[src/rtl/bmc_encoder_if.sv]
// Transmit handshake between the frame/packet source and the BMC encoder.
interface bmc_encoder_if #(
  parameter int DATA_WIDTH = 17
);
  logic [DATA_WIDTH-1:0] tx_data;
  logic                  tx_valid;
  logic                  tx_ready;

  modport master (output tx_data, output tx_valid, input tx_ready);
  modport slave  (input tx_data, input tx_valid, output tx_ready);
endinterface

[src/rtl/bmc_encoder.sv]
// Biphase-mark transmitter: one DATA_WIDTH word per frame, MSB first, then a closing edge and a guard gap.
// Optional BMC_PREAMBLE_EN prepends PREAMBLE_BITS '0' cells so the receiver can lock before the payload.
module bmc_encoder #(
  parameter int DATA_WIDTH     = 17,
  parameter int HALF_BIT_TICKS = 8,
  parameter int GUARD_TICKS    = 32
`ifdef BMC_PREAMBLE_EN
  , parameter int PREAMBLE_BITS = 2
`endif
) (
  input  logic         clk_96MHz,
  input  logic         reset,
  input  logic         enabled,
  input  logic [23:0]  sys_ts,
  bmc_encoder_if.slave tx,
  output logic         bmc_out,
  output logic         busy,
  output logic         tx_done,
  output logic [23:0]  ts_last_tx
);
  localparam int CELL_TICKS = 2 * HALF_BIT_TICKS;
  localparam int TICK_W     = (CELL_TICKS > 1) ? $clog2(CELL_TICKS) : 1;
  localparam int BIT_W      = (DATA_WIDTH > 1) ? $clog2(DATA_WIDTH) : 1;
  localparam int GUARD_W    = $clog2(GUARD_TICKS + 1);
  localparam logic [TICK_W-1:0]  TICK_LAST  = TICK_W'(CELL_TICKS - 1);
  localparam logic [TICK_W-1:0]  TICK_MID   = TICK_W'(HALF_BIT_TICKS);
  localparam logic [BIT_W-1:0]   BIT_LAST   = BIT_W'(DATA_WIDTH - 1);
  localparam logic [GUARD_W-1:0] GUARD_LAST = GUARD_W'(GUARD_TICKS);

`ifdef BMC_PREAMBLE_EN
  localparam int PRE_W = (PREAMBLE_BITS > 1) ? $clog2(PREAMBLE_BITS) : 1;
  localparam logic [PRE_W-1:0] PRE_LAST = PRE_W'(PREAMBLE_BITS - 1);
  typedef enum logic [1:0] {IDLE = 2'd0, PREAMBLE = 2'd1, DATA = 2'd2, STOP = 2'd3} state_t;
  logic [PRE_W-1:0] pre_r, pre_s;
`else
  typedef enum logic [1:0] {IDLE = 2'd0, DATA = 2'd2, STOP = 2'd3} state_t;
`endif

  state_t                state_r, state_s;
  logic [TICK_W-1:0]     tick_r, tick_s;
  logic [BIT_W-1:0]      bit_r, bit_s;
  logic [GUARD_W-1:0]    guard_r, guard_s;
  logic [DATA_WIDTH-1:0] shift_r, shift_s;
  logic                  bmc_s, busy_s, done_s;
  logic [23:0]           ts_s;
  logic                  accept_s;

  assign tx.tx_ready = (state_r == IDLE) && enabled && !reset;
  assign accept_s    = tx.tx_valid && tx.tx_ready;

  // Next-state and next-output logic for the frame sequencer.
  always_comb begin
    state_s = state_r;
    tick_s  = tick_r;
    bit_s   = bit_r;
    guard_s = guard_r;
    shift_s = shift_r;
    bmc_s   = bmc_out;
    busy_s  = busy;
    done_s  = 1'b0;
    ts_s    = ts_last_tx;
`ifdef BMC_PREAMBLE_EN
    pre_s   = pre_r;
`endif
    case (state_r)
      IDLE: begin
        if (accept_s) begin
          shift_s = tx.tx_data;
          ts_s    = sys_ts;
          busy_s  = 1'b1;
          tick_s  = {TICK_W{1'b0}};
          bit_s   = BIT_LAST;
          guard_s = {GUARD_W{1'b0}};
`ifdef BMC_PREAMBLE_EN
          pre_s   = PRE_LAST;
          state_s = PREAMBLE;
`else
          state_s = DATA;
`endif
        end else begin
          busy_s = 1'b0;
        end
      end
`ifdef BMC_PREAMBLE_EN
      // Preamble cells are plain '0' cells: a single edge at cell start.
      PREAMBLE: begin
        if (tick_r == {TICK_W{1'b0}}) begin
          bmc_s = ~bmc_out;
        end else begin
          bmc_s = bmc_out;
        end
        if (tick_r == TICK_LAST) begin
          tick_s = {TICK_W{1'b0}};
          if (pre_r == {PRE_W{1'b0}}) begin
            state_s = DATA;
          end else begin
            pre_s = pre_r - {{(PRE_W-1){1'b0}}, 1'b1};
          end
        end else begin
          tick_s = tick_r + {{(TICK_W-1){1'b0}}, 1'b1};
        end
      end
`endif
      DATA: begin
        if (tick_r == {TICK_W{1'b0}}) begin
          bmc_s = ~bmc_out;
        end else if ((tick_r == TICK_MID) && shift_r[DATA_WIDTH-1]) begin
          bmc_s = ~bmc_out;
        end else begin
          bmc_s = bmc_out;
        end
        if (tick_r == TICK_LAST) begin
          tick_s  = {TICK_W{1'b0}};
          shift_s = shift_r << 1'b1;
          if (bit_r == {BIT_W{1'b0}}) begin
            state_s = STOP;
            guard_s = {GUARD_W{1'b0}};
          end else begin
            bit_s = bit_r - {{(BIT_W-1){1'b0}}, 1'b1};
          end
        end else begin
          tick_s = tick_r + {{(TICK_W-1){1'b0}}, 1'b1};
        end
      end
      // Closing edge first, then the guard gap; tx_done is raised while still in STOP
      // so it can never coincide with an accept.
      STOP: begin
        if (tx_done) begin
          state_s = IDLE;
          busy_s  = 1'b0;
        end else if (guard_r == {GUARD_W{1'b0}}) begin
          bmc_s   = ~bmc_out;
          guard_s = {{(GUARD_W-1){1'b0}}, 1'b1};
        end else if (guard_r == GUARD_LAST) begin
          done_s = 1'b1;
        end else begin
          guard_s = guard_r + {{(GUARD_W-1){1'b0}}, 1'b1};
        end
      end
      default: begin
        state_s = IDLE;
        busy_s  = 1'b0;
      end
    endcase
  end

  // State and output registers; reset abandons any frame in flight.
  always_ff @(posedge clk_96MHz) begin
    if (reset) begin
      state_r    <= IDLE;
      tick_r     <= {TICK_W{1'b0}};
      bit_r      <= {BIT_W{1'b0}};
      guard_r    <= {GUARD_W{1'b0}};
      shift_r    <= {DATA_WIDTH{1'b0}};
      bmc_out    <= 1'b0;
      busy       <= 1'b0;
      tx_done    <= 1'b0;
      ts_last_tx <= 24'h000000;
`ifdef BMC_PREAMBLE_EN
      pre_r      <= {PRE_W{1'b0}};
`endif
    end else begin
      state_r    <= state_s;
      tick_r     <= tick_s;
      bit_r      <= bit_s;
      guard_r    <= guard_s;
      shift_r    <= shift_s;
      bmc_out    <= bmc_s;
      busy       <= busy_s;
      tx_done    <= done_s;
      ts_last_tx <= ts_s;
`ifdef BMC_PREAMBLE_EN
      pre_r      <= pre_s;
`endif
    end
  end
endmodule

[src/flat_wrapper.sv]
// flat-port wrapper written by rule: the top's interface ports become plain ports
module bmc_encoder_flat 
#(
  parameter int DATA_WIDTH     = 17,
  parameter int HALF_BIT_TICKS = 8,
  parameter int GUARD_TICKS    = 32

)
  (clk_96MHz, reset, enabled, sys_ts, bmc_out, busy, tx_done, ts_last_tx, tx_tx_data, tx_tx_valid, tx_tx_ready);
  bmc_encoder_if #(.DATA_WIDTH(DATA_WIDTH)) tx_i ();
  input  logic clk_96MHz;
  input  logic reset;
  input  logic enabled;
  input  logic [23:0] sys_ts;
  output logic bmc_out;
  output logic busy;
  output logic tx_done;
  output logic [23:0] ts_last_tx;
  input wire logic [$bits(tx_i.tx_data)-1:0] tx_tx_data;
  input wire logic [$bits(tx_i.tx_valid)-1:0] tx_tx_valid;
  output wire logic [$bits(tx_i.tx_ready)-1:0] tx_tx_ready;
  assign tx_i.tx_data = tx_tx_data;
  assign tx_i.tx_valid = tx_tx_valid;
  assign tx_tx_ready = tx_i.tx_ready;
  bmc_encoder #(.DATA_WIDTH(DATA_WIDTH), .HALF_BIT_TICKS(HALF_BIT_TICKS), .GUARD_TICKS(GUARD_TICKS)) u_core (.clk_96MHz(clk_96MHz), .reset(reset), .enabled(enabled), .sys_ts(sys_ts), .tx(tx_i), .bmc_out(bmc_out), .busy(busy), .tx_done(tx_done), .ts_last_tx(ts_last_tx));
endmodule
[config.mk]
export PLATFORM = sky130hd
export DESIGN_NAME = bmc_encoder_flat
export DESIGN_NICKNAME = d
export VERILOG_FILES = /design/src/rtl/bmc_encoder_if.sv /design/src/rtl/bmc_encoder.sv /design/src/flat_wrapper.sv
export SDC_FILE = /design/constraint.sdc
export NUM_CORES = 1
export LEC_CHECK = 0
export CORE_AREA = 2 2 85 87
export DETAILED_ROUTE_END_ITERATION = 6
export DIE_AREA = 0 0 87 89
export PLACE_DENSITY = 0.68
export SETUP_SLACK_MARGIN = 0.4
export SYNTH_ARGS = -nofsm -noshare
export SYNTH_HDL_FRONTEND = slang
export SYNTH_SLANG_ARGS = --single-unit
[constraint.sdc]
create_clock -name clk_96MHz -period 4.55 [get_ports clk_96MHz]
set_clock_uncertainty 0.05 [all_clocks]
set_input_delay 0.455 -clock clk_96MHz [delete_from_list [all_inputs] [get_ports clk_96MHz]]
set_output_delay 0.455 -clock clk_96MHz [all_outputs]
set_load 0.1 [all_outputs]
### Word-level counts from Yosys, hierarchy flattened

Cells that the tools add are included.

* bitwise gates (word level): 3
* mux-type cells: 31
* eq/ne operators: 14
* reduce and logical (&&, ||, !) cells: 21
* $add $sub $neg: 3

Operators by type and width (number)
* $mux W6: 6
* $mux W17: 2
* $pmux W17 S2: 1
* $pmux W6 S3: 1
* $mux W5: 3
* $reduce_and A4 Y1: 3
* $ne A2 B1 Y1 const B: 5
* $pmux W5 S2: 1
* $eq A4 B4 Y1 const B: 2
* $mux W2: 4
* $mux W4: 2
* $pmux W4 S2: 1
* $mux W1: 7
* $add A6 B1 Y6 const B: 1
* $eq A6 B6 Y1 const B: 1
* $logic_not A6 Y1: 1
* $pmux W2 S3: 1
* $reduce_and A2 Y1: 3
* $reduce_and A6 Y1: 1
* $logic_not A5 Y1: 1
* $sub A5 B1 Y5 const B: 1
* $add A4 B1 Y4 const B: 1
* $eq A2 B2 Y1 const B: 2
* $logic_and A1 B1 Y1: 4
* 13 further kinds: 17

* flip-flop bits (word level): 61

### Depth between registers and ports, before layout

* depth in word-level cells: 6
* gate-level depth with buffers: 7

### Worst setup path before layout

Ideal clock, no wire load.

* path kind: input to register
* start point: input reset
* end point: register u_core.tick_r[1]
* arrival time: 2544 ps
* setup slack: 1829 ps
* library setup time: 128 ps
* stages: 6
* buffers on the path: 2
* cells stage by stage: buf_2 nor4b_4 nand2_1 clkbuf_1 a22oi_1 nor2_1

* word-level cells in the longest chain between the ends: 5

Ends and longest elaborated chain
* from (decl): RTL line flat_wrapper.sv:12 `input logic reset;`
* $logic_not A1 Y1: RTL line bmc_encoder.sv:48 `assign tx.tx_ready = (state_r == IDLE) && enabled && !reset;`
* $logic_and A1 B1 Y1: RTL line bmc_encoder.sv:48
* via tx_tx_ready: RTL line flat_wrapper.sv:21 `output wire logic [$bits(tx_i.tx_ready)-1:0] tx_tx_ready;`
* $logic_and A1 B1 Y1: RTL line bmc_encoder.sv:49 `assign accept_s = tx.tx_valid && tx.tx_ready;`
* $ne A2 B1 Y1 (no line)
* $reduce_and A2 Y1 (no line)
* to (signal assigned): RTL line bmc_encoder.sv:151 `tick_r <= {TICK_W{1'b0}};`
* to (signal assigned): RTL line bmc_encoder.sv:164 `tick_r <= tick_s;`
* to (decl): RTL line bmc_encoder.sv:40 `logic [TICK_W-1:0] tick_r, tick_s;`

The timed path passes the listed nets, and every way through them passes these cells.
A chain may end at the register's enable or synchronous reset.

### Final worst setup path

* start point: register u_core.state_r[0]
* end point: output tx_tx_ready

* word-level cells in the longest chain between the ends: 3

Ends and longest elaborated chain
* from (decl): RTL line bmc_encoder.sv:39 `state_t state_r, state_s;`
* from (signal assigned): RTL line bmc_encoder.sv:163 `state_r <= state_s;`
* $logic_not A2 Y1: RTL line bmc_encoder.sv:48
* $logic_and A1 B1 Y1 (2 in a row): RTL line bmc_encoder.sv:48
* to (decl): RTL line flat_wrapper.sv:21

No other way between the ends.

==> reports/metrics.cfg <==
[status]
status = finished, final reports clean

[cells_and_area]
fill_cells = 635
antenna_cells = 0
nNetsFinal = 446
syn_to_final_growth_pct = 33.0
seq_area_um2 = 1220
stdcell_area_um2 = 3650
multi_input_comb_area_um2 = 1380
drive_above_1_share_pct = 7.25

[clocking]
cts.repair.resized = 0
clk_pin_slew_ns = 0.06
cts_buffers = 9
clk_path_buf_depth = 2
cts_root_buf = clkbuf_8
cts_tree = built
cts_htree_levels = 3
cts_hold_buf = 0
postCtsSetupRepairBufs = 0
cts.sinks = 61
clk_latency_ns = 0.33

[die]
dieArea_um2 = 7740
core_area_um2 = 6720
chipHeight_um = 89
ios = 73
rows = 30
initial_core_util_pct = 40.9
die_w_um = 87

[critical_path]
endpoint = tx_tx_ready
r2r-end = u_core.guard_r[5]$_SDFFE_PP0P_
rrSetupSlack_ns = 1.93
setup.worst_path.start_class = flip-flop
cp.arrival_ns = 2.61
cp_slowest_stage_delay_ns = 1.22
worst_r2r_path_depth = 4
path_max_fanout = 17
startpoint = u_core.state_r[0]$_SDFFE_PP0P_
worst_setup_path_end_kind = output port
critPathKind = reg2out
r2r-start = u_core.state_r[0]$_SDFFE_PP0P_
crit_required_ns = 4.05
worst_path_max_delay_cell = clkdlybuf4s50_1
path_cells = nor4b_4, clkdlybuf4s50_1

[synth]
syn_area_per_cell_um2 = 8.27
async_flop_share_pct = 0
synth_nets = 382
netlist_instances = 332
ys_types = 46
synth.cell_area_um2 = 2750
ys_ff_latch = 61
synth_top_cell_by_area = dfxtp_1
netlist_top_cells_area = dfxtp_1, nand2_1, a21oi_1
seq_area_frac_synth_pct = 44.5
yosysWarnings = 0
synth_top_area_share_pct = 44.5
synth-main-ff-cell = dfxtp_1
synth_edf_count = 0

[sta]
fin_setup_tns_ns = 0
rsz0062_at_grt = false
period_share_pct = 68.5
hold_viol_final = 0
whs_ns = 0.402
relSlewSlack_pct = 33.1
worst_slew_pin_slew_ns = 1.00
fin_ws_ns = 1.43
drv_slew = 0
period_minus_slack_ns = 3.12
max_freq_ghz = 0.321
setup_viol = 0

[grt]
grt_antenna_before_repair = 0
grt_pass1_vias = 2296
grt_max_degree = 61
track_usage_pct = 17.1
grt_pass1_wl_um = 10400
overflow = 0

[power]
vdd_ir_drop_max_mv = 0.186
power_density_nw_per_um2 = 341
p_total_mw = 1.25
p_leak_nw = 1.27

[flow_run]
drv_cap = 0

[place]
gp_congestion = 0.837
hpwl_um = 4200
pre_cts_slack_ns = 1.51
port_buffers = 72
dpl_cell_area_um2 = 3470

[route]
drt_iter0_markers = 112
drt_pass1_iterations = 5
vias = 2516
ant_nets = 0
routedWlPerCell_um = 13.2
totalWireLength_um = 6340
viasPerCell = 5.24
route.detailed.drc = 0

[hold_path]
min_path_type = reg2reg

cell usage after synthesis (4+ instances only):
master     n
nand3_1    5
ha_1       5
o21ai_0    7
inv_1     10
mux2i_1    4
nand2_1   88
a21oi_1   32
nor3_1     4
nor2_1    29
clkbuf_1  12
nand3b_1   5
a311oi_1  14
buf_2      7
nor2b_1    5
dfxtp_1   61
sequential cells by signal (all words and copies together) (netlist names):
signal / cells
u_core.shift_r: 17
u_core.bmc_out: 1
u_core.bit_r: 5
u_core.guard_r: 6
u_core.tx_done: 1
u_core.busy: 1
u_core.tick_r: 4
u_core.state_r: 2
u_core.ts_last_tx: 24
stage by stage:
step,util (%),cells
after global routing,54.4,480
after global placement,51.7,465
final,54.4,480
after detailed placement,51.7,465
after floorplan,-,332
after CTS,54.4,480
how the worst min path moves through the flow:
stage	cells past startpoint	endpoint	from	slack (ns)
after floorplan	2	u_core.shift_r[0]$_SDFFE_PP0P_	u_core.shift_r[0]$_SDFFE_PP0P_	0.40
after global placement	2	u_core.ts_last_tx[12]$_SDFFE_PP0P_	u_core.ts_last_tx[12]$_SDFFE_PP0P_	0.39
after detailed placement	2	u_core.ts_last_tx[23]$_SDFFE_PP0P_	u_core.ts_last_tx[23]$_SDFFE_PP0P_	0.40
after CTS	2	u_core.ts_last_tx[23]$_SDFFE_PP0P_	u_core.ts_last_tx[23]$_SDFFE_PP0P_	0.40
after global routing	2	u_core.ts_last_tx[23]$_SDFFE_PP0P_	u_core.ts_last_tx[23]$_SDFFE_PP0P_	0.42
final	2	u_core.ts_last_tx[2]$_SDFFE_PP0P_	u_core.ts_last_tx[2]$_SDFFE_PP0P_	0.40
cell families after synthesis:
kind of cell,count (synthesis),synth area share (%)
AOI/OAI and AO/OA,77,20.8
adders and majority gates,5,2.28
buffers and inverters,32,5.38
DFF,61,44.5
muxes,5,1.87
and+or+nand+nor,152,25.2
final cells by class:
type	instances	area share, %
Clock buffer	14	4.73
Clock inverter	1	0.137
Inverter	10	1.03
Multi-Input combinational cell	239	37.7
Sequential cell	61	33.4
Tap cell	80	2.74
Timing Repair Buffer	75	20.2
worst max-delay path, delay by kind of cell, from the launching register on:
kind / cells / cell delay (ns)
flip-flops: 1 / 0.52
AND/OR/NAND/NOR: 1 / 0.53
buffers and inverters: 1 / 1.22
power breakdown:
| group | switching [mW] | total (mW) | internal, mW | leakage, nW |
|---|---|---|---|---|
| Clock | 0.195 | 0.434 | 0.239 | 0.0926 |
| Sequential | 0.0175 | 0.579 | 0.561 | 0.497 |
| Combinational | 0.144 | 0.232 | 0.0884 | 0.685 |
per-layer routing:
layer / GRT usage [%] / routed length (um) / vias to the layer above
met5: 0 / 0 / -
met2: 27.6 / 3120 / 48
met1: 21.5 / 2900 / 1180
met4: 7.67 / 91 / 0
li1: - / - / 1279
met3: 4.52 / 230 / 9
cells in the final DEF (no fill, tap or decap), drive strengths merged, types with 4 or more instances in the layout:
cell type	synthesis	routed
nor2	29	29
inv	10	10
a21oi	32	32
nor2b	5	5
nand3	5	5
nand3b	5	5
ha	5	5
dfxtp	61	61
nand2	88	88
clkdlybuf4s50	0	71
o21ai	8	8
clkbuf	12	14
nor3	4	4
mux2i	4	4
a311oi	17	17
buf	10	4
Note: power is estimated with default switching activity, not from simulation.
